File: config.mk
export PLATFORM = sky130hd
export DESIGN_NAME = systolic_drain
export DESIGN_NICKNAME = d
export VERILOG_FILES = /design/src/rtl/systolic_drain.sv
export SDC_FILE = /design/constraint.sdc
export NUM_CORES = 1
export LEC_CHECK = 0
export ABC_AREA = 1
export CAP_MARGIN = 20
export CORE_ASPECT_RATIO = 0.6
export CORE_UTILIZATION = 35
export DETAILED_ROUTE_END_ITERATION = 6
export HOLD_SLACK_MARGIN = 0.06
export SETUP_SLACK_MARGIN = 0.1
export SLEW_MARGIN = 20
export SYNTH_ARGS = -nofsm -noshare
export SYNTH_HDL_FRONTEND = slang
export SYNTH_SLANG_ARGS = --single-unit
File: constraint.sdc
create_clock -name clk -period 1.9 [get_ports clk]
set_input_delay 0.57 -clock clk [delete_from_list [all_inputs] [get_ports clk]]
set_output_delay 0.57 -clock clk [all_outputs]
set_load 0.02 [all_outputs]
File: src/rtl/systolic_drain.sv
// systolic_drain: sequences one compute pass of a MAC row and drains its results.
//
// A start pulse in idle runs the row for k_len + num_cols - 1 cycles (accumulation depth plus
// the systolic skew), then spends one cycle clearing the MACs while their pre-clear values are
// captured, then offers the captured words one per transfer on a valid/ready stream.
//
// Parameters:
//   word_size - width of one accumulator word
//   num_cols  - number of MAC columns collected per pass (1..64)
//   k_len     - accumulation depth per pass (>= 1)
//
// Ports:
//   clk       - clock, rising edge
//   rst_n     - asynchronous active-low reset
//   start     - one-cycle pulse that begins a pass (honoured only when idle)
//   acc_in    - concatenated MAC outputs, column 0 in the most-significant word
//   mac_clear - synchronous clear to the MAC row, high only in the capture cycle
//   busy      - high whenever a pass is in progress
//   out_data  - result word being offered
//   out_valid - out_data is valid
//   out_ready - downstream accepts the offered word
//   out_last  - offered word is the final column

module systolic_drain #(
    parameter int unsigned word_size = 16,
    parameter int unsigned num_cols  = 4,
    parameter int unsigned k_len     = 8
) (
    input  logic                          clk,
    input  logic                          rst_n,
    input  logic                          start,
    input  logic [num_cols*word_size-1:0] acc_in,
    output logic                          mac_clear,
    output logic                          busy,
    output logic [word_size-1:0]          out_data,
    output logic                          out_valid,
    input  logic                          out_ready,
    output logic                          out_last
);

    // Counter value on the final run cycle; run length is run_last + 1 cycles.
    localparam int unsigned RunLast = k_len + num_cols - 2;
    localparam int unsigned CntW    = $clog2(RunLast + 2);
    localparam int unsigned IdxW    = (num_cols < 2) ? 1 : $clog2(num_cols);

    localparam logic [CntW-1:0] CntEnd = CntW'(RunLast);
    localparam logic [IdxW-1:0] IdxEnd = IdxW'(num_cols - 1);

    typedef enum logic [1:0] {
        StIdle,
        StRun,
        StCapture,
        StDrain
    } state_t;

    state_t                r_state;
    state_t                w_state_next;
    logic [CntW-1:0]       r_cnt;
    logic [CntW-1:0]       w_cnt_next;
    logic [IdxW-1:0]       r_idx;
    logic [IdxW-1:0]       w_idx_next;
    logic [word_size-1:0]  r_buf [num_cols];
    logic [word_size-1:0]  w_sel_word;

    // State, counter and index registers.
    always_ff @(posedge clk or negedge rst_n) begin
        if (!rst_n) begin
            r_state <= StIdle;
            r_cnt   <= '0;
            r_idx   <= '0;
        end else begin
            r_state <= w_state_next;
            r_cnt   <= w_cnt_next;
            r_idx   <= w_idx_next;
        end
    end

    // Result buffer: samples the MAC outputs on the same edge that mac_clear takes effect,
    // so it holds the completed accumulations rather than the cleared values.
    always_ff @(posedge clk or negedge rst_n) begin
        if (!rst_n) begin
            for (int c = 0; c < int'(num_cols); c++) begin
                r_buf[c] <= '0;
            end
        end else if (r_state == StCapture) begin
            for (int c = 0; c < int'(num_cols); c++) begin
                r_buf[c] <= acc_in[(int'(num_cols) - 1 - c)*int'(word_size) +: int'(word_size)];
            end
        end
    end

    // Next-state logic.
    always_comb begin
        w_state_next = r_state;
        w_cnt_next   = r_cnt;
        w_idx_next   = r_idx;
        unique case (r_state)
            StIdle: begin
                if (start) begin
                    w_state_next = StRun;
                    w_cnt_next   = '0;
                end
            end
            StRun: begin
                w_cnt_next = r_cnt + CntW'(1);
                if (r_cnt == CntEnd) begin
                    w_state_next = StCapture;
                end
            end
            StCapture: begin
                w_state_next = StDrain;
                w_idx_next   = '0;
            end
            StDrain: begin
                if (out_ready) begin
                    if (r_idx == IdxEnd) begin
                        w_state_next = StIdle;
                        w_idx_next   = '0;
                    end else begin
                        w_idx_next = r_idx + IdxW'(1);
                    end
                end
            end
            default: begin
                w_state_next = StIdle;
            end
        endcase
    end

    // Buffer read mux; a compare loop avoids an index wider than the array when num_cols
    // is 1 or not a power of two.
    always_comb begin
        w_sel_word = '0;
        for (int c = 0; c < int'(num_cols); c++) begin
            if (r_idx == IdxW'(c)) begin
                w_sel_word = r_buf[c];
            end
        end
    end

    // Outputs decode from registers only.
    assign busy      = (r_state != StIdle);
    assign mac_clear = (r_state == StCapture);
    assign out_valid = (r_state == StDrain);
    assign out_last  = (r_state == StDrain) && (r_idx == IdxEnd);
    assign out_data  = (r_state == StDrain) ? w_sel_word : '0;

endmodule

---- Word-level counts from Yosys, hierarchy flattened ----
Cells that the tools add are included.
operators by class
  $add $sub $neg .......................... 2
  equality and inequality tests ........... 11
  muxes and demuxes ....................... 15
  reduce and logical (&&, ||, !) cells .... 9
operators by type and width
  cell                                           count
  2-to-1 mux 16 bit                              5
  2-to-1 mux 2 bit                               6
  == test 2 bit, second input constant           4
  one-hot mux 2 bit (4 select lines)             1
  one-hot mux 4 bit (2 select lines)             1
  nonzero test 2 bit                             3
  adder 4 x 1 -> 4 bit, second input constant    1
  == test 2 x 1 -> 1 bit, second input constant  2
  == test 4 bit, second input constant           1
  logical NOT 2 bit                              2
  2-to-1 mux 4 bit                               1
  != test 2 x 1 -> 1 bit, second input constant  2
  != test 2 bit, second input constant           2
  one-hot mux 2 bit (2 select lines)             1
  AND reduction 2 bit                            2
  AND reduction 4 bit                            1
  adder 2 x 1 -> 2 bit, second input constant    1
  logical AND 1 bit                              1
storage, ports and cells
  flip-flop bits (word level) ............. 72
  bits of input ports ..................... 68
  output and inout port bits .............. 20

---- Longest topological paths before layout ----
  depth after elaboration ................. 6
  depth in mapped cells ................... 9
  depth with buffers taken out ............ 8

---- Worst setup path after synthesis ----
Ideal clock, no wire load.
  path kind ............................... reg-to-output
  from .................................... register r_state[0]
  to ...................................... output port out_data[0]
  arrival time ............................ 1,341 ps
  required time ........................... 1,330 ps
  slack ................................... -11 ps
  stages on the path, launching flop included .. 7
  path buffers ............................ 1
  cells stage by stage .................... dfrtp_1 > ha_1 > inv_2 > nor2_8 > buf_6 > nand3_1 > nand2_1
on the way
  longest elaborated chain between the ends .. 2
RTL lines
  element                 line  source
  from (decl)             56    state_t r_state;
  from (signal assigned)  68    r_state <= StIdle;
  from (signal assigned)  72    r_state <= w_state_next;
  == test 2 bit           -
  via out_valid           36    output logic out_valid,
  2-to-1 mux 16 bit       146   assign out_data = (r_state == StDrain) ? w_sel_word : '0;
  to (decl)               35    output logic [word_size-1:0] out_data,
The timed path passes the listed nets, and every way through them passes these cells.

---- Worst setup path in the final report ----
  from .................................... register r_idx[1]
  to ...................................... output port out_data[15]
on the way
  longest elaborated chain between the ends .. 6
  elaborated cells on any way between the ends .. 9
  classes of those cells .................. 3 x eq/ne; 5 x mux; 1 x reduce/logical
RTL lines
  element                         line  source
  from (decl)                     60    logic [IdxW-1:0] r_idx;
  from (signal assigned)          74    r_idx <= w_idx_next;
  logical NOT 2 bit               135   if (r_idx == IdxW'(c)) begin
  2-to-1 mux 16 bit (3 in a row)  135
  2-to-1 mux 16 bit (*)           135
  2-to-1 mux 16 bit (*)           146
Every way passes the cells marked *; elsewhere a longest branch is shown, timed or not.

==> results.tsv <==
stage	metric	value	unit
yosys	ys.flop_type	dfrtp_1	
power	power.total	8.30	mW
die	core	0.00946	mm²
yosys	ys_async_sr_fraction	100	%
yosys	synth.avg_cell_area	7.88	µm²
timing	finalHoldViolCount	0	
yosys	synth_most_common_cell	nand2_1	
timing	period_minus_slack	2280	ps
power	p_leak	2.52	nW
critical_path	crit_required	1330	ps
critical_path	cp-end-kind	primary output	
yosys	yosysTopAreaCell	dfrtp_1	
timing	slew_viol_final	0	
detailed_routing	vias_per_cell	4.64	
yosys	synth_cell_type_count	22	
detailed_routing	met1Wirelength	4.66	mm
yosys	synth_top_family_by_area	simple AND/OR/NAND/NOR gates	
run	drv_cap	0	
clock_tree	cts_buffers	9	
detailed_routing	drt.antenna.violating_nets	0	
layout	fin_area	0.00522	mm²
clock_tree	cts_tree	yes	
yosys	synthXorXnorAreaFrac	0.249	%
yosys	yosysSeqAreaShare	51.1	%
critical_path	crit_fanout	8	
power	vdd_drop_max	0.598	mV
timing	fmax	439	MHz
clock_tree	clock-sinks	72	
detailed_routing	top_layer	met4	
yosys	synth_nets	525	
yosys	synth_edf_count	0	
die	dieArea	0.0105	mm²
critical_path	crit_arrival	1710	ps
yosys	yosys_warnings	0	
detailed_routing	vias	3205	
hold_path	hp-class	in -> async	
timing	rsz0062_at_grt	yes	
timing	slew_headroom	76.2	%
layout	drive_gt1_share	20.5	%
clock_tree	cts_hold_buf	0	
global_route	grt_max_degree	42	
detailed_routing	routed_wl	9.65	mm
yosys	syn_inst	447	
global_route	overflow	0	
layout	post-route-util	55.2	%
critical_path	path_class	reg -> out	
run_status	violations	negative setup slack	
yosys	synthTopCellsByArea	dfrtp_1, nand2_1, o21ai_0	
clock_tree	cts.clk_slew.worst_paths	50	ps
detailed_routing	first_pass_iters	5	
detailed_routing	post_drt_wl_per_cell	14.0	µm
global_route	grt_pass1_vias	3195	
yosys	muxShareOfSynthArea	0	%
placed_design	routabilityCongestion	0.828	
layout	fin_nets	634	
yosys	synth_top_area_share	51.1	%
global_route	grt_antenna_before_repair	0	
placed_design	dp_slack	-603	ps
yosys	synth_top_cells_by_count	nand2_1, dfrtp_1, inv_1	
yosys	synth_compound_area_share	10.1	%
clock_tree	clk_path_buf_depth	2	
global_route	grt_pass1_wl	15.8	mm
die	die_h	79.7	µm
clock_tree	cts_max_level	3	
timing	setup_slack	-380	ps
die	initial_utilization	37.2	%
timing	finClkSkew	4.71	ps
clock_tree	clockRootBuffer	clkbuf_16	
placed_design	place_area	0.00464	mm²
power	powerDensity	1590	mW/mm²
clock_tree	clkLatencyLatePin	340	ps
placed_design	place_hpwl	6.83	mm
die	rows	27	
layout	antennaDiodeCount	0	
yosys	synthSimpleGateAreaFrac	25.9	%
timing	setup_viol_count_final	17	
detailed_routing	met3WireLength	694	µm
yosys	yosys.area_share.adder	3.55	%
die	die_x	132	µm
die	pin_count	88	
critical_path	worstRegToRegCells	9	
detailed_routing	drc	0	
timing	worstMarginPinSlew	357	ps
placed_design	io_buffers	87	
detailed_routing	drtIter0Drc	209	
yosys	ys_ff_latch	72	
timing	fin_crit_sh	120	%
yosys	syn-cell-area	0.00352	mm²
detailed_routing	met2WireLength	4.15	mm
layout	area_growth	48.2	%
run_status	outcome	finished, violations left	
global_route	grt.total_usage	19.8	%
critical_path	critPathLaunchType	register	
placed cells by master, fill, tap and decap left out, types with 4 or more instances in the layout:
master	synthesis	layout
nand2_1	197	183
dfrtp_1	72	71
clkdlybuf4s50_1	0	66
inv_1	43	38
o21ai_0	39	33
buf_4	0	25
nand3_1	22	21
buf_6	5	21
o21ai_1	10	15
nand2_2	1	15
a21oi_2	0	9
clkbuf_16	0	9
a21oi_1	17	8
ha_4	0	6
inv_4	0	4
clkbuf_8	0	4
logic make-up (layout without fill, tap and decap cells):
| logic type | count (synthesis) | after routing |
|---|---|---|
| and+or+nand+nor | 227 | 229 |
| DFF | 72 | 72 |
| AOI/OAI and AO/OA | 69 | 69 |
| buffers and inverters | 68 | 180 |
| adders and majority gates | 10 | 10 |
| xor gates and xnor gates | 1 | 1 |
power by group:
group | internal, mW | switching, mW | total, mW | leakage, nW
sequential | 2.28 | 0.385 | 2.67 | 0.890
clock | 1.16 | 0.605 | 1.76 | 0.159
combinational | 1.60 | 2.27 | 3.87 | 1.47
cell type report:
| cell class | instances | area, µm² |
|---|---|---|
| clock inverter | 2 | 35.0 |
| multi-input combinational | 309 | 1580 |
| tap | 130 | 163 |
| fill | 910 | 4240 |
| inverter | 46 | 193 |
| clock buffer | 14 | 284 |
| sequential | 72 | 1800 |
| timing repair buffer | 118 | 1160 |
flip-flops by register name (all words and copies together) (netlist names):
register,count
r_buf,64
r_cnt,4
r_idx,2
r_state,2
layer usage:
metal | vias up | GRT usage (%)
met5 | - | 0
met4 | 0 | 7.09
met3 | 14 | 5.84
met2 | 103 | 29.9
met1 | 1481 | 26.9
li1 | 1607 | -
what timing repair did:
item	4_1_cts	5_1_grt
pin swaps	9	4
buffers inserted	6	4
setup endpoints to repair	38	40
endpoints found under the hold margin	0	0
resized for setup	156	12
cloned	2	0
per-stage QoR:
| step | cells | TNS, ps | hold WS (ps) |
|---|---|---|---|
| 2_1_floorplan | 447 | 0 | 274 |
| 3_3_place_gp | 665 | -7950 | 457 |
| 3_5_place_dp | 665 | -8470 | 460 |
| 4_1_cts | 688 | -5650 | 148 |
| 5_1_grt | 691 | -7260 | 166 |
| 6_report | 691 | -5830 | 147 |
critical path, stage by stage (launching register included):
cell and delay (ps):
dfrtp_1 410, buf_4 160, ha_4 190, nor2_4 230, nand3_1 130, nand2_2 90
buf_2 160
final timing paths:
kind / from / to / slack, ps
max in group asynchronous: rst_n / r_buf[44] / 1200
worst max register to register: r_state[0] / r_state[0] / 260
min in group clk: r_buf[11] / r_buf[11] / 470
worst min register to register: r_buf[11] / r_buf[11] / 470
worst min-delay path: rst_n / r_buf[48] / 150
worst max-delay path: r_idx[1] / out_data[15] / -380
(Power assumes the default switching activity.)
